### src/rtl/coin_acceptor.sv
// Coin-chute front end: synchronises and debounces the two coin sensors,
// emits a single-cycle coin code per valid coin, rejects ambiguous or
// disabled coins, flags a jammed chute and counts accepted coins.
module coin_acceptor #(
    parameter int unsigned DEBOUNCE_CYCLES = 4,
    parameter int unsigned JAM_CYCLES      = 1000
) (
    input  logic       clk,
    input  logic       rst,
    input  logic       sense_5,
    input  logic       sense_10,
    input  logic       enable,
    output logic [1:0] coin,
    output logic       reject,
    output logic       jam,
    output logic [7:0] accepted_cnt
);

    localparam int unsigned DW = $clog2(DEBOUNCE_CYCLES + 1);
    localparam int unsigned HW = $clog2(JAM_CYCLES + 1);

    typedef enum logic [2:0] {
        StIdle,
        StDebounce,
        StEmit,
        StRelease,
        StJam
    } state_e;

    logic [1:0]    s5_sync_q, s10_sync_q;
    logic          s5, s10;
    state_e        state_q, state_d;
    logic          sel_q, sel_d;      // latched sensor: 1 = 10-unit
    logic [DW-1:0] dcnt_q, dcnt_d;
    logic [HW-1:0] hold_q, hold_d;
    logic [1:0]    coin_q, coin_d;
    logic          reject_q, reject_d;
    logic          jam_q, jam_d;
    logic [7:0]    acc_q, acc_d;
    logic          lat, oth;

    assign s5  = s5_sync_q[1];
    assign s10 = s10_sync_q[1];

    // Latched sensor and the competing one, as seen by the debouncer.
    assign lat = sel_q ? s10 : s5;
    assign oth = sel_q ? s5 : s10;

    // Two-flop synchronisers for the asynchronous raw sensors.
    always_ff @(posedge clk) begin
        if (rst) begin
            s5_sync_q  <= 2'b00;
            s10_sync_q <= 2'b00;
        end else begin
            s5_sync_q  <= {s5_sync_q[0], sense_5};
            s10_sync_q <= {s10_sync_q[0], sense_10};
        end
    end

    // State, counters and registered outputs.
    always_ff @(posedge clk) begin
        if (rst) begin
            state_q  <= StIdle;
            sel_q    <= 1'b0;
            dcnt_q   <= '0;
            hold_q   <= '0;
            coin_q   <= 2'b00;
            reject_q <= 1'b0;
            jam_q    <= 1'b0;
            acc_q    <= 8'd0;
        end else begin
            state_q  <= state_d;
            sel_q    <= sel_d;
            dcnt_q   <= dcnt_d;
            hold_q   <= hold_d;
            coin_q   <= coin_d;
            reject_q <= reject_d;
            jam_q    <= jam_d;
            acc_q    <= acc_d;
        end
    end

    // Next-state logic; outputs are computed one cycle ahead and registered.
    always_comb begin
        state_d  = state_q;
        sel_d    = sel_q;
        dcnt_d   = dcnt_q;
        hold_d   = hold_q;
        coin_d   = 2'b00;
        reject_d = 1'b0;
        jam_d    = 1'b0;
        acc_d    = acc_q;
        case (state_q)
            StIdle: begin
                if (s5 && s10) begin
                    reject_d = 1'b1;
                    hold_d   = '0;
                    state_d  = StRelease;
                end else if (s5 ^ s10) begin
                    if (enable) begin
                        sel_d   = s10;
                        dcnt_d  = DW'(1);
                        state_d = StDebounce;
                    end else begin
                        reject_d = 1'b1;
                        hold_d   = '0;
                        state_d  = StRelease;
                    end
                end
            end
            StDebounce: begin
                if (oth) begin
                    reject_d = 1'b1;
                    hold_d   = '0;
                    state_d  = StRelease;
                end else if (!lat) begin
                    // Too short: treat as a glitch, nothing reported.
                    state_d = StIdle;
                end else if (dcnt_q == DW'(DEBOUNCE_CYCLES)) begin
                    coin_d  = sel_q ? 2'b10 : 2'b01;
                    state_d = StEmit;
                    if (acc_q != 8'hFF) begin
                        acc_d = acc_q + 8'd1;
                    end
                end else begin
                    dcnt_d = dcnt_q + DW'(1);
                end
            end
            StEmit: begin
                hold_d  = '0;
                state_d = StRelease;
            end
            StRelease: begin
                if (!s5 && !s10) begin
                    hold_d  = '0;
                    state_d = StIdle;
                end else if (hold_q == HW'(JAM_CYCLES - 1)) begin
                    hold_d  = hold_q + HW'(1);
                    jam_d   = 1'b1;
                    state_d = StJam;
                end else begin
                    hold_d = hold_q + HW'(1);
                end
            end
            StJam: begin
                if (!s5 && !s10) begin
                    hold_d  = '0;
                    state_d = StIdle;
                end else begin
                    jam_d = 1'b1;
                end
            end
            default: begin
                state_d = StIdle;
            end
        endcase
    end

    assign coin         = coin_q;
    assign reject       = reject_q;
    assign jam          = jam_q;
    assign accepted_cnt = acc_q;

endmodule

### config.mk
export PLATFORM = sky130hd
export DESIGN_NAME = coin_acceptor
export DESIGN_NICKNAME = d
export VERILOG_FILES = /design/src/rtl/coin_acceptor.sv
export SDC_FILE = /design/constraint.sdc
export NUM_CORES = 1
export LEC_CHECK = 0
export BUFFER_PORTS_ARGS = -buffer_cell sky130_fd_sc_hd__buf_2
export CORE_AREA = 3 3 74 76
export CTS_CLUSTER_DIAMETER = 120
export DETAILED_ROUTE_END_ITERATION = 12
export DIE_AREA = 0 0 77 79
export PLACE_DENSITY = 0.56
export SLEW_MARGIN = 20
export SYNTH_ARGS = -nofsm -noshare
export SYNTH_HDL_FRONTEND = slang
export SYNTH_SLANG_ARGS = --single-unit
### constraint.sdc
create_clock -name clk -period 1.6 [get_ports clk]
set_input_delay 0.32 -clock clk [delete_from_list [all_inputs] [get_ports clk]]
set_output_delay 0.32 -clock clk [all_outputs]
set_load 0.05 [all_outputs]
# [After elaboration in Yosys (flattened, before gate mapping)]
# Index checks and enable logic that the tools add are counted.
[totals] reg_bits=33 input_bits=5 output_inout_bits=12 elab_cells=87
[classes] addsub=3 n_eq_ne=19 muxes=36 bitwise=6 reduce_logical=13
[op_table] cell="$mux 10" count=6
[op_table] cell="$pmux 10 s5" count=1
[op_table] cell="$mux 3" count=14
[op_table] cell="$ne 2x2->1 const B" count=8
[op_table] cell="$pmux 3 s5" count=1
[op_table] cell="$add 10x1->10 const B" count=1
[op_table] cell="$eq 10x10->1 const B" count=1
[op_table] cell="$reduce_and 5->1" count=2
[op_table] cell="$mux 1" count=9
[op_table] cell="$ne 3x3->1 const B" count=3
[op_table] cell="$add 8x1->8 const B" count=1
[op_table] cell="$ne 8x8->1 const B" count=1
[op_table] cell="$reduce_and 4->1" count=2
[op_table] cell="$reduce_and 7->1" count=1
[op_table] cell="$eq 3x2->1 const B" count=2
[op_table] cell="$eq 3x3->1 const B" count=2
[op_table] cell="$pmux 3 s2" count=1
[op_table] cell="$not 1->1" count=5
[op_table] cell="$reduce_bool 5->1" count=1
[op_table] cell="$reduce_or 5->1" count=1
[op_table] cell="$mux 2" count=2
[op_table] cell="$ne 4x4->1 const B" count=1
[op_table] cell="$pmux 1 s2" count=2
[op_table] cell="$add 3x1->3 const B" count=1
[op_table] cell="other kinds (6)" count=8

# [Depth between registers and ports, before layout]
# Gate-level depths: netlist of the first run.
[logic_depth] ltp_word=5 mapped_depth=7 depth_no_buf=6

# [Worst setup path before layout of the first run]
# Ideal clock, no wire load.
[synth_timing] path_type="flip-flop to flip-flop" start="register acc_q[0] (netlist: accepted_cnt[0])" end="register acc_q[3] (netlist: accepted_cnt[3])" setup_time_ns=0.132 arrival_ns=1.798 required_ns=1.468 setup_slack_ns=-0.330 path_stages_with_launch=6 path_buffers=0 period_less_slack_ns=1.930 cell_sequence="dfxtp_1 ha_1 nand4_1 nor3_1 or4_1 a21oi_1"
[synth_via] elab_chain_cells=2 word_cells_on_any_way=3 cone_classes="add/sub (1); eq/ne (1); reduce/logical (1)"
[synth_lines] element="start, declared" line="39" rtl="logic [7:0] acc_q, acc_d;"
[synth_lines] element="start signal, assigned" line="70" rtl="acc_q <= 8'd0;"
[synth_lines] element="start signal, assigned" line="79" rtl="acc_q <= acc_d;"
[synth_lines] element="parallel branches: the longest is 2 deep, another holds $add 8x1->8"
# Several ways; the timed one is not identified.
# A chain may end at the register's enable or synchronous reset.

# [Final worst setup path of the first run]
[layout_timing] start="register s10_sync_q[1]" end="register hold_q[9]"
[layout_via] elab_chain_cells=4 word_cells_on_any_way=13 cone_classes="eq/ne (4); mux (4); bitwise (1); reduce/logical (4)"
[layout_lines] element="start, declared" line="30" rtl="logic [1:0] s5_sync_q, s10_sync_q;"
[layout_lines] element="start signal, assigned" line="56" rtl="s10_sync_q <= {s10_sync_q[0], sense_10};"
[layout_lines] element="$logic_not 1->1" line="134, 146"
[layout_lines] element="$logic_and 1x1->1" line="134, 146"
[layout_lines] element="$mux 10 / $ne 2x2->1 (equally long branches)"
[layout_lines] element="$pmux 10 s5 / $reduce_and 5->1 (equally long branches)"
[layout_lines] element="end signal, assigned" line="75" rtl="hold_q <= hold_d;"
[layout_lines] element="end, declared" line="35" rtl="logic [HW-1:0] hold_q, hold_d;"
# Parallel ways exist; a longest one is shown, timed or not.

==> results of run 1 <==
## metrics by stage
step                hold WS (ns)  area (µm²)  instances
floorplan                  0.412        1720        191
global placement           0.419        2090        299
detailed placement         0.426        2090        299
CTS                        0.245        2240        307
global route               0.257        2330        308
finish                     0.253        2330        308
## worst max-delay path, cell delays in order, from the launching register on
cell	delay (ns)
dfxtp_4	0.40
inv_4	0.05
ha_4	0.15
nand4bb_4	0.24
or4b_1	0.53
a31oi_1	0.16
## report_power, final
group	switching (mW)	total, mW	leakage [nW]	internal (mW)
sequential	0.0122	0.847	0.270	0.835
combinational	0.119	0.229	0.578	0.110
clock	0.314	0.870	0.0663	0.556
## worst paths after layout
kind            startpoint             to
max          s10_sync_q[1]      hold_q[9]
min               sense_10  s10_sync_q[0]
max reg2reg  s10_sync_q[1]      hold_q[9]
min reg2reg  s10_sync_q[0]  s10_sync_q[1]
## cell usage in the layout (no fill, tap or decap), types with 3 or more instances in the layout
cell type | netlist | layout
buf_4 | 0 | 33
dfxtp_1 | 33 | 28
buf_2 | 2 | 16
nor2_1 | 14 | 14
a21oi_1 | 16 | 13
nor3_1 | 12 | 10
nand2_1 | 9 | 8
nor2b_1 | 7 | 7
o21ai_0 | 7 | 7
inv_1 | 8 | 6
nand3_1 | 6 | 6
clkbuf_8 | 0 | 5
and3_1 | 4 | 4
nand4_1 | 3 | 3
a21oi_2 | 0 | 3
a41oi_1 | 3 | 3
a31oi_1 | 3 | 3
a311oi_1 | 3 | 3
o31ai_1 | 3 | 3
ha_1 | 7 | 3
dfxtp_2 | 0 | 3
## sequential cells by signal, indices dropped and copies added, names as in the netlist
| name | flops |
|---|---|
| reject | 1 |
| state_q | 3 |
| dcnt_q | 3 |
| coin | 2 |
| hold_q | 10 |
| s5_sync_q | 2 |
| sel_q | 1 |
| accepted_cnt | 8 |
| jam | 1 |
| s10_sync_q | 2 |
## metal layers
metal,vias up,routed length [µm],track usage (%)
met4,0,31,3.20
met5,-,0,0
li1,816,-,-
met2,26,1910,22.3
met3,4,171,3.97
met1,763,1960,18.1
## logic make-up after synthesis
kind of cell / after synthesis
xor+xnor: 1
mux: 3
simple gates: 78
buf+inv: 16
fa+ha+maj: 7
compound gates: 53
flops: 33
## final cells by class
cell class / count / area (µm²)
Clock buffer: 6 / 93.8
Inverter: 8 / 32.5
Sequential cell: 33 / 672
Fill cell: 476 / 2460
Clock inverter: 2 / 35.0
Tap cell: 67 / 83.8
Multi-Input combinational cell: 142 / 1070
Timing Repair Buffer: 50 / 339
## what timing repair did
action | 4_1_cts | 5_1_grt
endpoints found under the hold margin | 0 | 0
gates resized for setup | 4 | 19
pin swaps | 0 | 3
buffers inserted | 0 | 1
setup endpoints to repair | 9 | 15
==> summary.md, run 1 <==
| Metric | Value |
|---|---|
| Top cells by area, synth | `dfxtp_1, ha_1, a21oi_1` |
| Vias in the first global route | `1477` |
| Gp weighted congestion | `0.816` |
| Xor-xnor portion of the synthesized cell area | `0.521%` |
| Crit path DAT | `1.81 ns` |
| Hold_buf cts | `0` |
| Cell Rows | `25` |
| Worst hold path class | `in2reg` |
| Yosys cell types | `48` |
| Core ar. | `4790 µm²` |
| Mux cell area share after synthesis | `1.86%` |
| Clock Latency Late Sink | `0.28 ns` |
| Complex-gate fraction of the synthesized area | `22.0%` |
| IO Pins | `17` |
| Final hold viol count | `0` |
| Root buf cell | `clkbuf_8` |
| Register area share after synthesis | `39.3%` |
| Antenna Violating Nets Remaining | `0` |
| Peak supply drop | `0.533 mV` |
| Cell taking the most area after synthesis | `dfxtp_1` |
| Highest clock rate | `626 MHz` |
| WL final | `4070 µm` |
| Worst EP required | `1.82 ns` |
| 1st-pass router iterations | `4` |
| WL/cell | `13.2 µm` |
| Area share of fa/ha/maj cells after synthesis | `5.21%` |
| Nets | `252` |
| LEAKAGE | `0.915 nW` |
| Setup repair after global routing missed its margin | `yes` |
| Tot Pwr | `1.95 mW` |
| FF-to-FF path depth | `5` |
| Seq cells post-synth | `33` |
| Max clock buf depth | `2` |
| Top FF cell, synth | `dfxtp_1` |
| Drt drc | `0` |
| Headroom to the max-slew limit | `72.8%` |
| DIE AREA | `6080 µm²` |
| DR iter-0 viols | `33` |
| Fraction of registers with async set or reset after synthesis | `0%` |
| CTS clk-pin slew, worst paths | `0.07 ns` |
| Worst slew pin tran | `0.408 ns` |
| Clk sink count | `33` |
| Fin Setup TNS | `0 ns` |
| Crit. End Element | `register` |
| Vias | `1609` |
| Main combinational cell family by area after synthesis | `simple AND/OR/NAND/NOR gates` |
| Final Setup Violations | `0` |
| Number of synthesized flops with an enable pin | `0` |
| Total grt overflow | `0` |
| Max-slew violations | `0` |
| Setup crit start kind | `register` |
| Kind of critical path | `reg2reg` |
| PortBufs | `16` |
| Antenna Cells | `0` |
| Final Skew | `0.0118 ns` |
| First-pass GRT wire length | `6810 µm` |
| GRT Total Usage | `13.7%` |
| Minimum clock period | `1.60 ns` |
| TritonCTS clock tree | `done` |
| Initial Util | `35.1%` |
| Critical-path maximum fanout | `7` |
| # Max-Cap Violations | `0` |
| Hold path cells | `2` |
| Largest net degree at the start of global routing | `21` |
| HPWL Detailed | `2880 µm` |
| Die Y | `79 µm` |
| Pwr Density | `836 nW/µm²` |
| Post-Syn Area | `1680 µm²` |
| Setup slack after layout | `0.00327 ns` |
| Top-count cell post-synth | `dfxtp_1` |
| Top cell type's share of synthesized area | `39.3%` |
| Vias per cell | `5.22` |
| Syn Area/Cell | `8.80 µm²` |
| Syn. warnings | `0` |
| R2r setup slk | `0.003 ns` |
| Die W | `77 µm` |
| Post-Synth Simple-Gate Area | `27.4%` |
| Initial antenna violation count | `0` |
| Post-synth top cells | `dfxtp_1, a21oi_1, nor2_1` |
| Layout cells sized above 1 | `36.9%` |
| Net count after synthesis | `203` |
| Fin util | `48.6%` |
| CTS buffer count | `5` |
| Area Overhead vs Synth | `38.4%` |
| Final period utilization | `99.8%` |
| H-tree depth | `2` |
| Status | `finished clean` |
| DP Worst Slack | `-0.127 ns` |
| Cell count after synthesis | `191` |
(Power assumes the default switching activity.)
==> run 2, diff against run 1 <==
--- a/config.mk
+++ b/config.mk
@@ -6,11 +6,11 @@
 export NUM_CORES = 1
 export LEC_CHECK = 0
 export BUFFER_PORTS_ARGS = -buffer_cell sky130_fd_sc_hd__buf_2
-export CORE_AREA = 3 3 74 76
+export CORE_AREA = 3 3 61 63
 export CTS_CLUSTER_DIAMETER = 120
 export DETAILED_ROUTE_END_ITERATION = 12
-export DIE_AREA = 0 0 77 79
-export PLACE_DENSITY = 0.56
+export DIE_AREA = 0 0 64 66
+export PLACE_DENSITY = 0.77
 export SLEW_MARGIN = 20
 export SYNTH_ARGS = -nofsm -noshare
 export SYNTH_HDL_FRONTEND = slang
==> run 2 against run 1 <==
First-iteration DRC count grew to 3.1 times the previous value. Sequential power hardly changed. Worst hold slack worse by 0.070 ns. Fmax is 0.64% lower. Routed wire length is 2.3% lower. The run now ends with setup timing left. Setup slack worse by 0.010 ns.
==> summary.md, run 2 (synthesis results as in run 1) <==
| Metric | Value |
|---|---|
| Most common cell after layout, fill and taps aside | `buf_4` |
| Final period utilization | `100% (+0.64 points)` |
| Die Y | `66 µm (-16%)` |
| WL final | `3980 µm (-2.3%)` |
| Max reg flops | `10 (unchanged)` |
| Area Overhead vs Synth | `32.0%` |
| Initial Util | `51.2% (+16 points)` |
| Worst hold path class | `in2reg` |
| Final hold viol count | `0 (unchanged)` |
| Core ar. | `3280 µm² (-31%)` |
| Layout cells sized above 1 | `33.8% (-3.2 points)` |
| Most flop-heavy register | `hold_q` |
| Drt drc | `0 (unchanged)` |
| First-pass GRT wire length | `6690 µm (-1.8%)` |
| Peak supply drop | `0.476 mV (-11%)` |
| HPWL Detailed | `2720 µm (-5.6%)` |
| Finished Cell Area | `2220 µm² (-4.6%)` |
| 1st-pass router iterations | `5 (+1)` |
| WL/cell | `13.9 µm (+5.2%)` |
| Root buf cell | `clkbuf_4` |
| Nets | `251 (-0.40%)` |
| CTS clk-pin slew, worst paths | `0.11 ns (+0.04 ns)` |
| Minimum clock period | `1.61 ns (+0.0103 ns)` |
| Most frequent cells in the layout | `buf_4, dfxtp_1, buf_2` |
| Initial antenna violation count | `0 (unchanged)` |
| Max-slew violations | `0 (unchanged)` |
| Area after DPL | `2050 µm² (-2.0%)` |
| Setup repair after global routing missed its margin | `yes` |
| # Max-Cap Violations | `0 (unchanged)` |
| Cell Rows | `21 (-16%)` |
| Gp weighted congestion | `0.852 (+4.4%)` |
| Antenna Violating Nets Remaining | `0 (unchanged)` |
| CP peak stage delay | `0.53 ns (about the same)` |
| Failing checks | `setup timing` |
| Crit path DAT | `1.88 ns (+0.07 ns)` |
| Crit. End Element | `register` |
| Headroom to the max-slew limit | `67.4% (-5.4 points)` |
| Status | `complete, but fails checks` |
| Setup crit start kind | `register` |
| DP Worst Slack | `-0.0587 ns (+0.0679 ns)` |
| Kind of critical path | `reg2reg` |
| Hold path cells | `2 (unchanged)` |
| Clock Latency Late Sink | `0.34 ns (+0.06 ns)` |
| CTS buffer count | `5 (unchanged)` |
| Post-route insts no fill | `286 (-7.1%)` |
| Max clock buf depth | `2 (unchanged)` |
| FF-to-FF path depth | `4 (-1)` |
| DIE AREA | `4220 µm² (-31%)` |
| Slowest CP cell | `or4_1` |
| Largest net degree at the start of global routing | `25 (+19%)` |
| PortBufs | `16 (unchanged)` |
| Die W | `64 µm (-17%)` |
| Worst EP required | `1.87 ns (+0.05 ns)` |
| Pwr Density | `783 nW/µm² (-6.4%)` |
| TritonCTS clock tree | `done` |
| IO Pins | `17 (unchanged)` |
| Worst-path cell chain | `and3b_1, o2111ai_4, or4_1, a21oi_1` |
| Total grt overflow | `0 (unchanged)` |
| GRT Total Usage | `20.3% (+6.5 points)` |
| Vias per cell | `5.72 (+9.5%)` |
| Setup slack after layout | `-0.00703 ns (-0.0103 ns)` |
| Vias in the first global route | `1538 (+4.1%)` |
| H-tree depth | `2 (unchanged)` |
| DR iter-0 viols | `103 (+210%)` |
| LEAKAGE | `0.891 nW (-2.6%)` |
| Highest clock rate | `622 MHz (-0.64%)` |
| Fin Setup TNS | `-0.00870 ns (-0.00870 ns)` |
| Clk sink count | `33 (unchanged)` |
| Fill count | `254 (-47%)` |
| Vias | `1636 (+1.7%)` |
| Antenna Cells | `0 (unchanged)` |
| Final Setup Violations | `2 (+2)` |
| Critical-path maximum fanout | `6 (-1)` |
| Placed insts | `276 (-7.7%)` |
| Worst slew pin tran | `0.488 ns (+0.0805 ns)` |
| Final Skew | `0.0118 ns (+0.0000444 ns)` |
## run 2: worst paths after layout
kind	start	endpoint	slack, ns
worst max-delay path	s5_sync_q[1]	accepted_cnt[3]	-0.007
worst min-delay path	sense_10	s10_sync_q[0]	0.18
worst max register to register	s5_sync_q[1]	accepted_cnt[3]	-0.007
worst min register to register	s5_sync_q[0]	s5_sync_q[1]	0.45
## run 2: per-layer routing
layer | wire [µm] | share of wire, % | up-vias | global-route usage, %
li1 | - | - | 817 | -
met1 | 1790 | 45 | 759 | 24.3
met2 | 1860 | 47 | 53 | 33.7
met3 | 246 | 6.2 | 7 | 5.61
met4 | 72 | 1.8 | 0 | 9.16
met5 | 0 | 0 | - | 0
## run 2: critical path, delay by kind of cell (launching register included)
| family | cells | cell delay, ns |
|---|---|---|
| compound gates | 2 | 0.35 |
| flops | 1 | 0.38 |
| simple gates | 2 | 0.81 |
## run 2: layout make-up
| type | instances | area [µm²] | share of cell area [%] |
|---|---|---|---|
| Multi-Input combinational cell | 142 | 1040 | 47.1 |
| Sequential cell | 33 | 672 | 30.3 |
| Timing Repair Buffer | 49 | 328 | 14.8 |
| Tap cell | 46 | 57.6 | 2.59 |
| Clock buffer | 7 | 55.1 | 2.48 |
| Inverter | 8 | 32.5 | 1.47 |
| Clock inverter | 1 | 30.0 | 1.35 |
## run 2: where the power goes
group	switching (mW)	internal (mW)	leakage [nW]
clock network	0.297	0.373	0.0455
logic	0.120	0.102	0.575
registers	0.0119	0.835	0.270
total	0.428	1.31	0.891
## run 2: metrics by stage
step	hold WS, ns	power (mW)	utilization [%]
5_1_grt	0.162	1.81	67.6
3_3_place_gp	0.439	1.06	62.3
6_report	0.183	1.74	67.6
2_1_floorplan	0.412	0.980	-
4_1_cts	0.163	1.74	66.2
3_5_place_dp	0.439	1.06	62.3
## run 2: timing repair
| item | in CTS | in global routing |
|---|---|---|
| pin swaps | 3 | 1 |
| setup endpoints to repair | 5 | 14 |
| setup buffers | 1 | 1 |
| resized for setup | 6 | 9 |
| hold buffers | 0 | 0 |
